<file path="config.mk">
export PLATFORM = sky130hd
export DESIGN_NAME = multi_issue_queue
export DESIGN_NICKNAME = d
export VERILOG_FILES = /design/src/rtl/multi_issue_queue.sv
export SDC_FILE = /design/constraint.sdc
export NUM_CORES = 2
export LEC_CHECK = 0
export BUFFER_PORTS_ARGS = -buffer_cell sky130_fd_sc_hd__buf_2
export CORE_ASPECT_RATIO = 0.5
export CORE_MARGIN = 2
export CORE_UTILIZATION = 55
export DETAILED_ROUTE_END_ITERATION = 7
export GPL_TIMING_DRIVEN = 1
export PLACE_DENSITY = 0.71
export SYNTH_ARGS = -nofsm -noshare
export SYNTH_HDL_FRONTEND = slang
export SYNTH_SLANG_ARGS = --single-unit
</file>
<file path="constraint.sdc">
create_clock -name clk -period 10 [get_ports clk]
set_input_delay 1 -clock clk [delete_from_list [all_inputs] [get_ports clk]]
set_output_delay 1 -clock clk [all_outputs]
set_load 0.005 [all_outputs]
</file>
<file path="src/rtl/multi_issue_queue.sv">
`default_nettype none
// ============================================================================
// Module      : multi_issue_queue
// Description : In-order N-in/M-out circular instruction queue between decode
//               and dispatch; all-or-nothing enqueue, prefix partial dequeue,
//               pause and single-cycle flush.
// Revision    : 1.0 - initial release
// ============================================================================
module multi_issue_queue #(
    parameter int DATA_WIDTH = 128,
    parameter int DEPTH      = 16,
    parameter int ENQ_WIDTH  = 2,
    parameter int DEQ_WIDTH  = 2
) (
    input  logic                            clk,
    input  logic                            rst,
    input  logic                            flush,
    input  logic                            pause,
    input  logic [ENQ_WIDTH-1:0]            enq_valid,
    input  logic [ENQ_WIDTH*DATA_WIDTH-1:0] enq_data,
    output logic                            enq_ready,
    output logic [DEQ_WIDTH-1:0]            deq_valid,
    output logic [DEQ_WIDTH*DATA_WIDTH-1:0] deq_data,
    input  logic [DEQ_WIDTH-1:0]            deq_en,
    output logic [$clog2(DEPTH):0]          count
);

    localparam int                 c_PTR_W     = $clog2(DEPTH);
    localparam int                 c_CNT_W     = c_PTR_W + 1;
    localparam logic [c_CNT_W-1:0] c_ENQ_LIMIT = c_CNT_W'(DEPTH - ENQ_WIDTH);

    logic [DATA_WIDTH-1:0] r_mem [DEPTH];
    logic [c_PTR_W-1:0]    r_head;
    logic [c_PTR_W-1:0]    r_tail;
    logic [c_CNT_W-1:0]    r_count;

    logic                  w_enq_ok;
    logic                  w_deq_ok;
    logic                  w_enq_run;
    logic                  w_deq_run;
    logic [ENQ_WIDTH-1:0]  w_enq_mask;
    logic [DEQ_WIDTH-1:0]  w_deq_take;
    logic [DEQ_WIDTH-1:0]  w_deq_valid;
    logic [c_CNT_W-1:0]    w_enq_k;
    logic [c_CNT_W-1:0]    w_deq_j;

    assign enq_ready = (r_count <= c_ENQ_LIMIT);
    assign w_enq_ok  = enq_ready && !flush;
    assign w_deq_ok  = !pause && !flush;
    assign deq_valid = w_deq_valid;
    assign count     = r_count;

    // Only the unbroken run of requests starting at lane 0 counts on either side.
    always_comb begin
        w_enq_run  = 1'b1;
        w_enq_mask = '0;
        w_enq_k    = '0;
        for (int i = 0; i < ENQ_WIDTH; i++) begin
            if (w_enq_run && enq_valid[i] && w_enq_ok) begin
                w_enq_mask[i] = 1'b1;
                w_enq_k       = w_enq_k + c_CNT_W'(1);
            end else begin
                w_enq_run = 1'b0;
            end
        end
    end

    always_comb begin
        w_deq_run  = 1'b1;
        w_deq_take = '0;
        w_deq_j    = '0;
        for (int i = 0; i < DEQ_WIDTH; i++) begin
            if (w_deq_run && deq_en[i] && w_deq_valid[i] && w_deq_ok) begin
                w_deq_take[i] = 1'b1;
                w_deq_j       = w_deq_j + c_CNT_W'(1);
            end else begin
                w_deq_run = 1'b0;
            end
        end
    end

    // Payload storage carries no reset; pointer reset alone empties the queue.
    always_ff @(posedge clk) begin
        for (int i = 0; i < ENQ_WIDTH; i++) begin
            if (w_enq_mask[i]) begin
                r_mem[r_tail + c_PTR_W'(i)] <= enq_data[i*DATA_WIDTH +: DATA_WIDTH];
            end
        end
    end

    always_ff @(posedge clk or negedge rst) begin
        if (!rst) begin
            r_head  <= '0;
            r_tail  <= '0;
            r_count <= '0;
        end else if (flush) begin
            r_head  <= '0;
            r_tail  <= '0;
            r_count <= '0;
        end else begin
            r_head  <= c_PTR_W'(r_head + w_deq_j);
            r_tail  <= c_PTR_W'(r_tail + w_enq_k);
            r_count <= r_count + w_enq_k - w_deq_j;
        end
    end

    generate
        for (genvar gi = 0; gi < DEQ_WIDTH; gi++) begin : g_deq_lane
            logic [c_PTR_W-1:0] w_rd_idx;
            assign w_rd_idx        = r_head + c_PTR_W'(gi);
            assign w_deq_valid[gi] = (r_count > c_CNT_W'(gi));
            assign deq_data[gi*DATA_WIDTH +: DATA_WIDTH] =
                w_deq_valid[gi] ? r_mem[w_rd_idx] : '0;
        end
    endgenerate

endmodule
`default_nettype wire

</file>
-- Word-level counts from Yosys, hierarchy flattened
Memories as Yosys holds them, arrays and structs flattened.
Index checks and enable logic that the tools add are counted.
- $add $sub $neg: 8
- magnitude comparators: 3
- mux-type cells: 16
- reductions and logical operators: 12
- operator list (kind ; number):
    $mux W128 ; 2
    $mux W5 ; 3
    $add A5 B1 Y5 const B ; 2
    $gt A5 B1 Y1 const B ; 2
    $logic_and A1 B1 Y1 ; 10
    $mux W1 ; 9
    $add A4 B1 Y4 const B ; 2
    $add A4 B4 Y4 ; 2
    $mux W4 ; 2
    $add A5 B5 Y5 ; 1
    $le A5 B4 Y1 const B ; 1
    $sub A5 B5 Y5 ; 1
    $logic_not A1 Y1 ; 2
- flip-flop bits (word level): 13
- bits in writable memories: 2048
- input bits: 264
- output and inout bits: 264
- logic and storage cells: 43
- memories kept: 1
- memories (memory ; depth ; width ; rd ports ; clocked after memory_dff ; wr ports ; RTL line ; text):
    r_mem ; 16 ; 128 ; 2 ; 0 ; 2 ; 32 ; logic [DATA_WIDTH-1:0] r_mem [DEPTH];

-- Logic depth before layout (Yosys ltp)
- word-level depth: 10
- depth in mapped cells: 17
- depth with buffers taken out: 16

-- Worst setup path before layout
Ideal clock, no wire load.
- kind: reg-to-reg
- from: register r_count[4], in the netlist count[4]
- to: memory r_mem[13][0] (enable)
- library setup time: 0.792 ns
- arrival: 10.365 ns
- data required time: 9.208 ns
- setup slack: -1.157 ns
- cell stages (with the launch flop): 7
- path buffers: 0
- clock period less this slack: 11.157 ns
- cell sequence: dfrtp_1 inv_1 ha_1 and3_4 a21oi_1 nand2_1 o21ai_0
- RTL lines (element ; RTL line ; text):
    start: declaration ; 35 ; logic [c_CNT_W-1:0] r_count;
    start signal: assignment ; 103 ; r_count <= r_count + w_enq_k - w_deq_j;
    end: declaration ; 32 ;

-- Worst setup path after layout
- from: register r_head[0]
- to: output deq_data[176]
- cells in the longest elaborated chain, start to end: 3
- ends and longest elaborated chain (element ; RTL line ; text):
    start: declaration ; 33 ; logic [c_PTR_W-1:0] r_head;
    start signal: assignment ; 101 ; r_head <= c_PTR_W'(r_head + w_deq_j);
    $add A4 B1 Y4 ; 110 ; assign w_rd_idx = r_head + c_PTR_W'(gi);
    $mem_v2 Z16 W128 ; -- ;
    $mux W128 ; 113 ; w_deq_valid[gi] ? r_mem[w_rd_idx] : '0;
    end: declaration ; 23 ; output logic [DEQ_WIDTH*DATA_WIDTH-1:0] deq_data,
No other way between the ends.

==> impl_metrics.json <==
{
  "run_status": "finished, final reports clean",
  "syn_to_final_growth_pct": 8.039,
  "die_w_um": 662.9,
  "power_density_nw_per_um2": 181.1,
  "htree_levels": 4,
  "max_freq_ghz": 0.1489,
  "port_buffers": 527,
  "p_int_mw": 16.28,
  "grt_pass1_vias": 79100,
  "critical-path-top-delay-family": "buffers and inverters",
  "syn_area_um2": 119400,
  "drt-vias-per-instance": 7.731,
  "final_area_um2": 129000,
  "nets": 7335,
  "synth_edf_count": 2048,
  "cts_tree": "done",
  "ant_nets": 0,
  "worstMarginPinSlew_ps": 1306,
  "grt.total_usage_pct": 36.49,
  "wl_per_cell_um": 40.50,
  "reg2reg_to": "r_mem[2][38]",
  "num_vias": 78290,
  "rr_worst_depth": 8,
  "ys_types": 53,
  "synthCells": 7066,
  "rrSetupSlack_ps": 4980,
  "critPathMaxStageDelay_ps": 920,
  "postCtsSetupBuffers": 0,
  "drc": 0,
  "worstSetupPathType": "reg -> out",
  "antenna_found_initial": 90,
  "startpoint_type": "flip-flop",
  "place_congestion": 0.8158,
  "rows": 120,
  "drt_wl_total_um": 410100,
  "overflow": 0,
  "cts_root_buf": "clkbuf_16",
  "ys_ff_latch": 2061,
  "dieArea_um2": 221000,
  "end_kind": "output port",
  "finClkSkew_ps": 62.12,
  "hold_viol_final": 0,
  "layout_min_cycle_time_ps": 6717,
  "clock_latency_ps": 910,
  "fin_crit_sh_pct": 67.17,
  "cts_repair_resize_count": 0,
  "rsz0062_at_grt": "false",
  "cap_violations": 0,
  "finalPower_mw": 23.36,
  "grt_max_degree": 149,
  "clkPwrFrac_pct": 31.9,
  "max-clock-path-buffers": 4,
  "cts_hold_buf": 0,
  "p_leak_nw": 39.61,
  "synth_flop_cell": "edfxtp_1",
  "sw_frac_of_total_pct": 30.29,
  "crit_path_max_fanout": 142,
  "cts_sinks": 2061,
  "vdd_drop_max_v": 0.0003045,
  "dp_hpwl_um": 204200,
  "path_cells": "buf_12, buf_12, buf_4, mux4_2, a22oi_1, a31oi_1, buf_2",
  "hp-class": "in -> async",
  "ys_seq_area_share_pct": 51.79,
  "place_area_um2": 122800,
  "seqPwrFrac_pct": 42.0,
  "synthArstFlopShare_pct": 0.6308,
  "critical_path_buf_inv_count": 4,
  "cts_made_buffers": 200,
  "pwr-share-comb_pct": 26.1,
  "dieHeight_um": 333.4,
  "core_area_um2": 214900,
  "required_ps": 9000,
  "relSlewSlack_pct": 12.93,
  "slew_viol_final": 0,
  "layout-drive-gt1-share_pct": 53.97,
  "slowest_stage": "buf_4",
  "drt_iter0_markers": 12700,
  "cpMostUsedCell": "buf_12",
  "power.switching_mw": 7.076,
  "finalSetupViolCount": 0,
  "ys_warn_count": 0,
  "critical_path_arrival_ps": 5720,
  "start_util_pct": 55.56,
  "avgSynthCellArea_um2": 16.89,
  "syn-num-nets": 7350,
  "firstDrtPassIters": 6,
  "ios": 528,
  "grt_pass1_wl_um": 578800,
  "reg2reg_from": "count[4]",
  "clk_pin_slew_worst_paths_ps": 70
}
==> state kept, by name, summed over array words and instances (netlist names) <==
register  flops
r_mem      2048
r_tail        4
r_head        4
count         5
==> Yosys cell counts, types with 2 or more instances <==
| cell type | n | area, um^2 |
|---|---|---|
| and2_1 | 10 | 62.56 |
| xnor2_1 | 4 | 35.03 |
| a31oi_1 | 123 | 769.5 |
| nor2_1 | 16 | 60.06 |
| buf_1 | 9 | 33.78 |
| a21oi_1 | 138 | 690.7 |
| nand3_1 | 4 | 20.02 |
| clkbuf_1 | 441 | 1655 |
| a41oi_1 | 5 | 43.79 |
| nor4b_1 | 2 | 17.52 |
| o21ai_1 | 4 | 20.02 |
| buf_2 | 273 | 1366 |
| edfxtp_1 | 2048 | 61500 |
| a2111oi_4 | 2 | 55.05 |
| inv_1 | 15 | 56.30 |
| ha_1 | 16 | 200.2 |
| o21bai_1 | 13 | 97.59 |
| a22oi_1 | 379 | 2845 |
| nand2b_1 | 6 | 37.54 |
| mux2_1 | 161 | 1813 |
| fa_1 | 4 | 80.08 |
| nand3b_1 | 4 | 30.03 |
| o21ai_0 | 256 | 1281 |
| dfrtp_1 | 13 | 325.3 |
| a211oi_1 | 2 | 15.01 |
| buf_4 | 34 | 255.2 |
| mux4_2 | 1024 | 23060 |
| and3_1 | 4 | 25.02 |
| nand2_1 | 14 | 52.55 |
| mux2_2 | 1887 | 21250 |
| or3_1 | 3 | 18.77 |
| nor2b_1 | 9 | 56.30 |
| buf_6 | 123 | 1385 |
==> per-stage QoR <==
step / TNS, ps / std cells / util (%) / hold WS (ps) / setup WS [ps]
final: 0 / 10130 / 60.03 / 54.40 / 3283
after global placement: 0 / 9716 / 57.14 / 653.1 / 4272
after CTS: 0 / 10070 / 59.96 / 16.06 / 3267
after floorplan: -296180 / 7066 / - / 603.1 / -1157
after detailed placement: 0 / 9716 / 57.14 / 666.1 / 4164
after global routing: 0 / 10120 / 60.02 / 41.40 / 2934
==> worst max-delay path by stage <==
stage / startpoint / endpoint / slack, ps / depth (start not counted)
floorplan: count[4] / r_mem[13][0] / -1160 / 6
global placement: r_head[0] / deq_data[176] / 4270 / 7
detailed placement: r_head[0] / deq_data[176] / 4160 / 7
CTS: r_head[0] / deq_data[180] / 3270 / 7
global route: r_head[0] / deq_data[180] / 2930 / 7
finish: r_head[0] / deq_data[176] / 3280 / 7
==> worst register-to-register path: cells and delay by family, from the launching register on <==
family	cells	cell delay, ps
buffers and inverters	3	2040
AND/OR/NAND/NOR	2	1010
flip-flops	1	600
multiplexers	1	450
AO/OA/AOI/OAI	1	440
adder cells (fa/ha/maj)	1	240
==> power by group through the flow <==
stage / combinational, mW / sequential, mW / clock, mW
after global routing: 6.34 / 9.81 / 7.79
after global placement: 5.94 / 9.97 / 0
after detailed placement: 6.03 / 9.98 / 0
after CTS: 6.05 / 9.80 / 7.47
final: 6.10 / 9.80 / 7.46
after floorplan: 3.60 / 9.97 / 0
==> cell usage in the layout, fill, tap and decap left out, drive strengths merged, types with 2 or more instances in the layout <==
master and count:
clkinvlp 2, a31oi 123, nor2b 9, mux4 1024, bufinv 10, fa 4
nor2 16, and2 10, nand2 14, a41oi 5, a211oi 2, edfxtp 2048
inv 18, o21bai 13, or3 3, nand3 4, a2111oi 2, o21ai 260
xnor2 4, mux2 2048, nor4b 2, clkbuf 258, clkinv 79, diode 60
a21oi 138, ha 16, dfrtp 13, nand2b 8, buf 663, a22oi 379
nand3b 4, and3 5
==> metal layers <==
metal / vias to the layer above / routed length [um] / global-route usage [%]
met5: - / 175 / 0
met4: 26 / 22470 / 20.04
met3: 1160 / 50500 / 8.112
met2: 6456 / 192000 / 56.28
met1: 41120 / 145000 / 48.64
li1: 29530 / - / -
==> cell type report <==
cell class | instances | area, um^2
antenna | 60 | 150.1
clock buffer | 258 | 5371
clock inverter | 93 | 674.4
fill | 15780 | 85880
inverter | 16 | 60.06
multi-input combinational | 4109 | 53170
sequential | 2061 | 61830
tap | 2867 | 3587
timing repair buffer | 663 | 4134
==> kinds of logic (layout without fill, tap and decap cells) <==
| family | Yosys count | after routing | synth area share [%] |
|---|---|---|---|
| multiplexers | 3072 | 3072 | 38.64 |
| flip-flops | 2061 | 2061 | 51.79 |
| AO/OA/AOI/OAI | 930 | 930 | 4.928 |
| buffers and inverters | 896 | 1030 | 3.984 |
| AND/OR/NAND/NOR | 82 | 82 | 0.3910 |
| adder cells (fa/ha/maj) | 20 | 20 | 0.2348 |
| XOR/XNOR | 5 | 5 | 0.03668 |
| other | 0 | 60 | 0 |
Note: power is estimated with default switching activity, not from simulation.
